--- src/rtl/mvm_uart_pkg.sv ---
// Shared types and UART frame constants for the MVM UART host.
package mvm_uart_pkg;

  typedef enum logic [1:0] {IDLE, SEND, WAIT_RX, OUT} state_t;

  localparam int unsigned START_BITS = 1;
  localparam int unsigned STOP_BITS  = 4;

  // Counter width for a limit, never narrower than one bit.
  function automatic int unsigned cw(input int unsigned limit);
    return (limit > 1) ? $clog2(limit) : 1;
  endfunction

endpackage

--- src/rtl/mvm_uart_host_rx.sv ---
// UART byte receiver: 2-flop synchronizer, start detection with glitch reject,
// mid-bit sampling and stop-bit check; emits a 1-cycle byte_valid with the byte.
module uart_byte_rx
  import mvm_uart_pkg::*;
#(
  parameter int CLOCKS_PER_PULSE = 200_000_000/9600,
  parameter int BITS_PER_WORD    = 8
) (
  input  logic                     clk,
  input  logic                     rstn,
  input  logic                     en,
  input  logic                     rx,
  output logic                     byte_valid,
  output logic [BITS_PER_WORD-1:0] byte_data
);

  typedef enum logic [1:0] {RX_IDLE, RX_START, RX_DATA, RX_STOP} rx_state_t;

  localparam int unsigned CW   = cw(CLOCKS_PER_PULSE);
  localparam int unsigned BW   = cw(BITS_PER_WORD);
  localparam int unsigned HALF = CLOCKS_PER_PULSE / 2;

  rx_state_t               state, state_nxt;
  logic [1:0]              sync;
  logic                    prev;
  logic                    line;
  logic [CW-1:0]           clk_cnt;
  logic [BW-1:0]           bit_cnt;
  logic [BITS_PER_WORD-1:0] shreg;
  logic                    tick_half, tick_full;

  assign line      = sync[1];
  assign tick_half = (clk_cnt == CW'(HALF - 1));
  assign tick_full = (clk_cnt == CW'(CLOCKS_PER_PULSE - 1));
  assign byte_data = shreg;

  always_ff @(posedge clk) begin
    if (!rstn) begin
      sync <= 2'b11;
      prev <= 1'b1;
    end else begin
      sync <= {sync[0], rx};
      prev <= line;
    end
  end

  always_ff @(posedge clk) begin
    if (!rstn) state <= RX_IDLE;
    else       state <= state_nxt;
  end

  always_comb begin
    state_nxt  = state;
    byte_valid = 1'b0;
    case (state)
      RX_IDLE:  if (prev && !line) state_nxt = RX_START;
      // Line back high at half a bit means the falling edge was a glitch.
      RX_START: if (tick_half) state_nxt = line ? RX_IDLE : RX_DATA;
      RX_DATA:  if (tick_full && bit_cnt == BW'(BITS_PER_WORD - 1)) state_nxt = RX_STOP;
      RX_STOP:  if (tick_full) begin
        state_nxt  = RX_IDLE;
        byte_valid = line;
      end
      default:  state_nxt = RX_IDLE;
    endcase
    if (!en) begin
      state_nxt  = RX_IDLE;
      byte_valid = 1'b0;
    end
  end

  always_ff @(posedge clk) begin
    if (!rstn) begin
      clk_cnt <= '0;
      bit_cnt <= '0;
      shreg   <= '0;
    end else begin
      if (state_nxt != state || tick_full) clk_cnt <= '0;
      else                                 clk_cnt <= clk_cnt + 1'b1;
      if (state != RX_DATA) begin
        bit_cnt <= '0;
      end else if (tick_full) begin
        bit_cnt <= bit_cnt + 1'b1;
        shreg   <= {line, shreg[BITS_PER_WORD-1:1]};
      end
    end
  end

endmodule

--- src/rtl/mvm_uart_host.sv ---
// Host bridge: sends a packed K/X request over UART, collects the Y result bytes.
// Optional response timeout with sticky err is enabled by defining MVM_HOST_TIMEOUT_EN.
module mvm_uart_host
  import mvm_uart_pkg::*;
#(
  parameter int CLOCKS_PER_PULSE = 200_000_000/9600,
  parameter int BITS_PER_WORD    = 8,
  parameter int R                = 8,
  parameter int C                = 8,
  parameter int W_X              = 8,
  parameter int W_K              = 8,
  parameter int W_Y_OUT          = 32,
  parameter int TIMEOUT_CYCLES   = 2**24,
  localparam int W_BUS_KX        = R*C*W_K + C*W_X,
  localparam int W_BUS_Y         = R*W_Y_OUT
) (
  input  logic                clk,
  input  logic                rstn,
  input  logic                s_axis_kx_tvalid,
  output logic                s_axis_kx_tready,
  input  logic [W_BUS_KX-1:0] s_axis_kx_tdata,
  output logic                m_axis_y_tvalid,
  input  logic                m_axis_y_tready,
  output logic [W_BUS_Y-1:0]  m_axis_y_tdata,
  output logic                tx,
  input  logic                rx,
  output logic                err
);

  localparam int unsigned NUM_TX     = W_BUS_KX / BITS_PER_WORD;
  localparam int unsigned NUM_RX     = W_BUS_Y / BITS_PER_WORD;
  localparam int unsigned FRAME_BITS = START_BITS + BITS_PER_WORD + STOP_BITS;
  localparam int unsigned CW         = cw(CLOCKS_PER_PULSE);
  localparam int unsigned FW         = cw(FRAME_BITS);
  localparam int unsigned TW         = cw(NUM_TX);
  localparam int unsigned YW         = cw(NUM_RX);

  if (W_BUS_KX % BITS_PER_WORD != 0) begin : g_kx_width_chk
    $error("W_BUS_KX must be a multiple of BITS_PER_WORD");
  end
  if (W_BUS_Y % BITS_PER_WORD != 0) begin : g_y_width_chk
    $error("W_BUS_Y must be a multiple of BITS_PER_WORD");
  end
  if (TIMEOUT_CYCLES < 1) begin : g_timeout_chk
    $error("TIMEOUT_CYCLES must be at least 1");
  end

  state_t                   state, state_nxt;
  logic [W_BUS_KX-1:0]      kx_sr;
  logic [CW-1:0]            clk_cnt;
  logic [FW-1:0]            bit_cnt;
  logic [TW-1:0]            tx_cnt;
  logic [YW-1:0]            rx_cnt;
  logic                     rx_full;
  logic                     rx_en;
  logic                     byte_valid;
  logic [BITS_PER_WORD-1:0] byte_data;
  logic                     kx_hs, y_hs;
  logic                     bit_end, frame_end, tx_done, last_byte, timeout;

  assign kx_hs     = s_axis_kx_tvalid && s_axis_kx_tready;
  assign y_hs      = m_axis_y_tvalid && m_axis_y_tready;
  assign bit_end   = (clk_cnt == CW'(CLOCKS_PER_PULSE - 1));
  assign frame_end = bit_end && (bit_cnt == FW'(FRAME_BITS - 1));
  assign tx_done   = frame_end && (tx_cnt == TW'(NUM_TX - 1));
  assign last_byte = byte_valid && (rx_cnt == YW'(NUM_RX - 1));
  // A fast accelerator may finish replying before the request is fully sent.
  assign rx_en     = (state == SEND || state == WAIT_RX) && !rx_full;

  uart_byte_rx #(
    .CLOCKS_PER_PULSE(CLOCKS_PER_PULSE),
    .BITS_PER_WORD   (BITS_PER_WORD)
  ) u_rx (
    .clk       (clk),
    .rstn      (rstn),
    .en        (rx_en),
    .rx        (rx),
    .byte_valid(byte_valid),
    .byte_data (byte_data)
  );

`ifdef MVM_HOST_TIMEOUT_EN
  localparam int unsigned OW = cw(TIMEOUT_CYCLES);
  logic [OW-1:0] to_cnt;

  assign timeout = (state == WAIT_RX) && (to_cnt == OW'(TIMEOUT_CYCLES - 1));

  always_ff @(posedge clk) begin
    if (!rstn) begin
      to_cnt <= '0;
      err    <= 1'b0;
    end else begin
      if (state != WAIT_RX || byte_valid) to_cnt <= '0;
      else                                to_cnt <= to_cnt + 1'b1;
      if (timeout && !last_byte) err <= 1'b1;
    end
  end
`else
  assign timeout = 1'b0;
  assign err     = 1'b0;
`endif

  always_ff @(posedge clk) begin
    if (!rstn) state <= IDLE;
    else       state <= state_nxt;
  end

  always_comb begin
    state_nxt = state;
    case (state)
      IDLE:    if (kx_hs) state_nxt = SEND;
      SEND:    if (tx_done) state_nxt = (rx_full || last_byte) ? OUT : WAIT_RX;
      WAIT_RX: begin
        if (last_byte)    state_nxt = OUT;
        else if (timeout) state_nxt = IDLE;
      end
      OUT:     if (y_hs) state_nxt = IDLE;
      default: state_nxt = IDLE;
    endcase
  end

  always_ff @(posedge clk) begin
    if (!rstn) begin
      s_axis_kx_tready <= 1'b0;
      m_axis_y_tvalid  <= 1'b0;
      m_axis_y_tdata   <= '0;
      tx               <= 1'b1;
      kx_sr            <= '0;
      clk_cnt          <= '0;
      bit_cnt          <= '0;
      tx_cnt           <= '0;
      rx_cnt           <= '0;
      rx_full          <= 1'b0;
    end else begin
      s_axis_kx_tready <= (state_nxt == IDLE);
      m_axis_y_tvalid  <= (state_nxt == OUT);

      case (state)
        IDLE: if (kx_hs) begin
          kx_sr   <= s_axis_kx_tdata;
          tx      <= 1'b0;
          clk_cnt <= '0;
          bit_cnt <= '0;
          tx_cnt  <= '0;
          rx_cnt  <= '0;
          rx_full <= 1'b0;
        end
        SEND: begin
          if (bit_end) begin
            clk_cnt <= '0;
            if (frame_end) begin
              bit_cnt <= '0;
              tx_cnt  <= tx_cnt + 1'b1;
              tx      <= tx_done;
            end else begin
              bit_cnt <= bit_cnt + 1'b1;
              // Consuming one data bit per shift leaves the next byte at the bottom.
              if (bit_cnt < FW'(BITS_PER_WORD)) begin
                tx    <= kx_sr[0];
                kx_sr <= kx_sr >> 1;
              end else begin
                tx    <= 1'b1;
              end
            end
          end else begin
            clk_cnt <= clk_cnt + 1'b1;
          end
        end
        default: ;
      endcase

      if (byte_valid) begin
        m_axis_y_tdata <= {byte_data, m_axis_y_tdata[W_BUS_Y-1:BITS_PER_WORD]};
        if (last_byte) begin
          rx_cnt  <= '0;
          rx_full <= 1'b1;
        end else begin
          rx_cnt  <= rx_cnt + 1'b1;
        end
      end else if (timeout) begin
        m_axis_y_tdata <= '0;
        rx_cnt         <= '0;
      end
    end
  end

endmodule

--- config.mk ---
export PLATFORM = sky130hd
export DESIGN_NAME = mvm_uart_host
export DESIGN_NICKNAME = d
export VERILOG_FILES = /design/src/rtl/mvm_uart_pkg.sv /design/src/rtl/mvm_uart_host_rx.sv /design/src/rtl/mvm_uart_host.sv
export SDC_FILE = /design/constraint.sdc
export NUM_CORES = 2
export LEC_CHECK = 0
export CAP_MARGIN = 20
export CORE_MARGIN = 3
export CORE_UTILIZATION = 30
export CTS_CLUSTER_DIAMETER = 60
export CTS_CLUSTER_SIZE = 24
export DETAILED_ROUTE_END_ITERATION = 7
export GPL_ROUTABILITY_DRIVEN = 0
export GPL_TIMING_DRIVEN = 0
export SLEW_MARGIN = 20
export SYNTH_ARGS = -nofsm -noshare
export SYNTH_HDL_FRONTEND = slang
export SYNTH_SLANG_ARGS = --single-unit
export TNS_END_PERCENT = 100
--- constraint.sdc ---
create_clock -name clk -period 7 [get_ports clk]
set_input_delay 1.05 -clock clk [delete_from_list [all_inputs] [get_ports clk]]
set_output_delay 1.05 -clock clk [all_outputs]
set_load 0.01 [all_outputs]
==> flow_summary.yaml <==
outcome:
  status: "finished clean"
logic_synthesis:
  ys.flop_type: "dfxtp_1"
  ys_types: 56
  async_flop_share_pct: 0
  synth_edf_count: 0
  ys_seq_elements: 900
  syn-num-nets: 4726
  synth_top_cell_by_area: "dfxtp_1"
  synth_area_leaders: "dfxtp_1 (48%), mux2i_1 (15%), a211oi_1 (11%)"
  ys_seq_area_share_pct: 47.53
  syn_area_sq_um: 37910
  netlist.area_leader.share_pct: 47.53
  yosysWarnings: 0
  syn_inst: 4130
  syn_area_per_cell_sq_um: 9.178
cts:
  cts_setup_buffers: 0
  clockBufferDepth: 3
  clk-insertion-delay-late_ns: 0.67
  cts_tree: "done"
  cts-resized-gates: 0
  cts_num_sinks: 900
  h-tree-depth: 3
  cts.clk_slew.worst_paths_ns: 0.08
  postCtsHoldBufs: 0
  cts_buffers: 90
  root_buffer: "clkbuf_16"
detailed_routing:
  avgViaCountPerCell: 5.105
  drtIter0Drc: 2395
  dr_total_vias: 34760
  wl_per_cell_um: 20.20
  route.detailed.drc: 0
  wl_um: 137500
  first_pass_iters: 5
  ant_nets: 0
grt:
  grt_max_degree: 22
  track_usage_pct: 19.71
  grt_pass1_vias: 33760
  grt_pass1_wl_um: 204100
  antenna_found_initial: 67
  gr-total-overflow: 0
finish:
  nNetsFinal: 5657
  post-route-cell-area_sq_um: 51740
  area_growth_pct: 36.49
  drive_gt1_share_pct: 6.252
  fin_cells: 6808
  mostFrequentLayoutCells: "dfxtp_1 (900), a21oi_1 (855), clkdlybuf4s50_1 (839)"
  final_common_cell: "dfxtp_1"
timing:
  fin_tns_setup_ns: 0
  hold_viol: 0
  fin_crit_sh_pct: 56.79
  slew_violations: 0
  period_needed_ns: 3.976
  clock.fmax_mhz: 251.5
  skew_ns: 0.03563
  worst_slew_pin_slew_ns: 1.185
  setup_viol: 0
  relSlewSlack_pct: 21.00
  rsz0062_at_grt: "no"
floorplanning:
  rows: 129
  pin_count: 841
  die_h_um: 361.5
  fp.dieW_um: 361.5
  start_util_pct: 30.42
  dieArea_sq_um: 130700
  core_sq_um: 124600
power:
  power_mw: 17.50
  p_leak_nw: 16.84
  powerDensity_nw_per_um2: 338.2
  irDropWorstVdd_v: 0.0002611
setup_path:
  critPathCaptureType: "flop"
  critPathMaxFanout: 10
  cp.arrival_ns: 4.50
  worst_setup_path_start_kind: "flop"
  crit_type: "flop to flop"
  required_ns: 7.52
place:
  hpwl_um: 104200
  place_inst: 6606
  place_area_sq_um: 48350
  io_buffers: 839
flow_run:
  drv_cap: 0
min_path:
  min_path_type: "flop to flop"
synth_stat cells (12+ instances only):
master	instances
inv_1	17
nor2_1	33
nor3_1	21
xor2_1	12
a21oi_1	855
a211oi_1	576
clkbuf_1	268
mux2i_1	576
nand2_1	555
nand4_1	13
o21ai_0	12
buf_2	148
dfxtp_1	900
nand3_1	15
xnor2_1	17
ha_1	15
report_power, final:
part           switching, mW  internal (mW)  total [mW]
logic                   2.85           2.21        5.05
clock network           2.36           2.97        5.33
registers              0.695           6.42        7.12
registers in the layout, indices dropped and copies added (netlist names), 2 cells and up:
signal / flops
u_rx.byte_data: 8
kx_sr: 576
u_rx.clk_cnt: 15
state: 2
tx_cnt: 7
u_rx.sync: 2
clk_cnt: 15
u_rx.bit_cnt: 3
rx_cnt: 5
bit_cnt: 4
m_axis_y_tdata: 256
u_rx.state: 2
logic make-up (layout without fill, tap and decap cells):
group / count (synthesis) / in the layout / synth area share [%]
XOR/XNOR: 29 / 29 / 0.6701
multiplexers: 576 / 576 / 15.21
flip-flops: 900 / 900 / 47.53
AO/OA/AOI/OAI: 1469 / 1469 / 23.44
adder cells (fa/ha/maj): 15 / 15 / 0.4951
buffers and inverters: 438 / 1442 / 4.865
other: 1 / 38 / 0.009893
AND/OR/NAND/NOR: 702 / 702 / 7.780
path summary, 6_finish.rpt:
kind / start / endpoint / slack, ns / cells after the start
setup reg to reg: clk_cnt[0] / kx_sr[426] / 3.02 / 11
hold / removal: u_rx.sync[0] / u_rx.sync[1] / 0.41 / 1
hold reg to reg: u_rx.sync[0] / u_rx.sync[1] / 0.41 / 1
setup / recovery: clk_cnt[0] / kx_sr[426] / 3.02 / 11
cell type report:
cell class                      count  area, sq um
Clock inverter                     60        883.3
Buffer                            420         1779
Sequential cell                   900        18020
Antenna cell                       37        92.59
Tap cell                         1637         2048
Timing Repair Buffer              839         8398
Multi-Input combinational cell   2792        18050
Fill cell                       12330        72870
Clock buffer                      105         2400
Inverter                           18        67.56
critical path, stage by stage, from the launching register on:
cell and delay (ns):
dfxtp_1 0.33, inv_1 0.10, ha_1 0.17, or4bb_1 0.51
or4_1 0.40, buf_2 0.20, o21ai_4 0.50, and2_1 0.21
buf_2 0.42, buf_2 0.51, buf_2 0.32, a211oi_1 0.11
stage by stage:
step	hold slack (ns)	utilization, %	worst slack (ns)
global placement	0.3931	38.80	1.924
global route	0.4584	41.50	2.828
CTS	0.4085	41.44	2.852
detailed placement	0.3968	38.81	2.420
finish	0.4054	41.52	3.024
floorplan	0.3863	-	4.279
per-layer routing:
metal	GRT usage (%)	wire, um	vias to the layer above
met1	23.37	56400	16580
met5	0	252	-
met2	34.11	67450	942
met4	7.341	4287	38
met3	5.203	9147	233
li1	-	-	16960
Note: power is estimated with default switching activity, not from simulation.
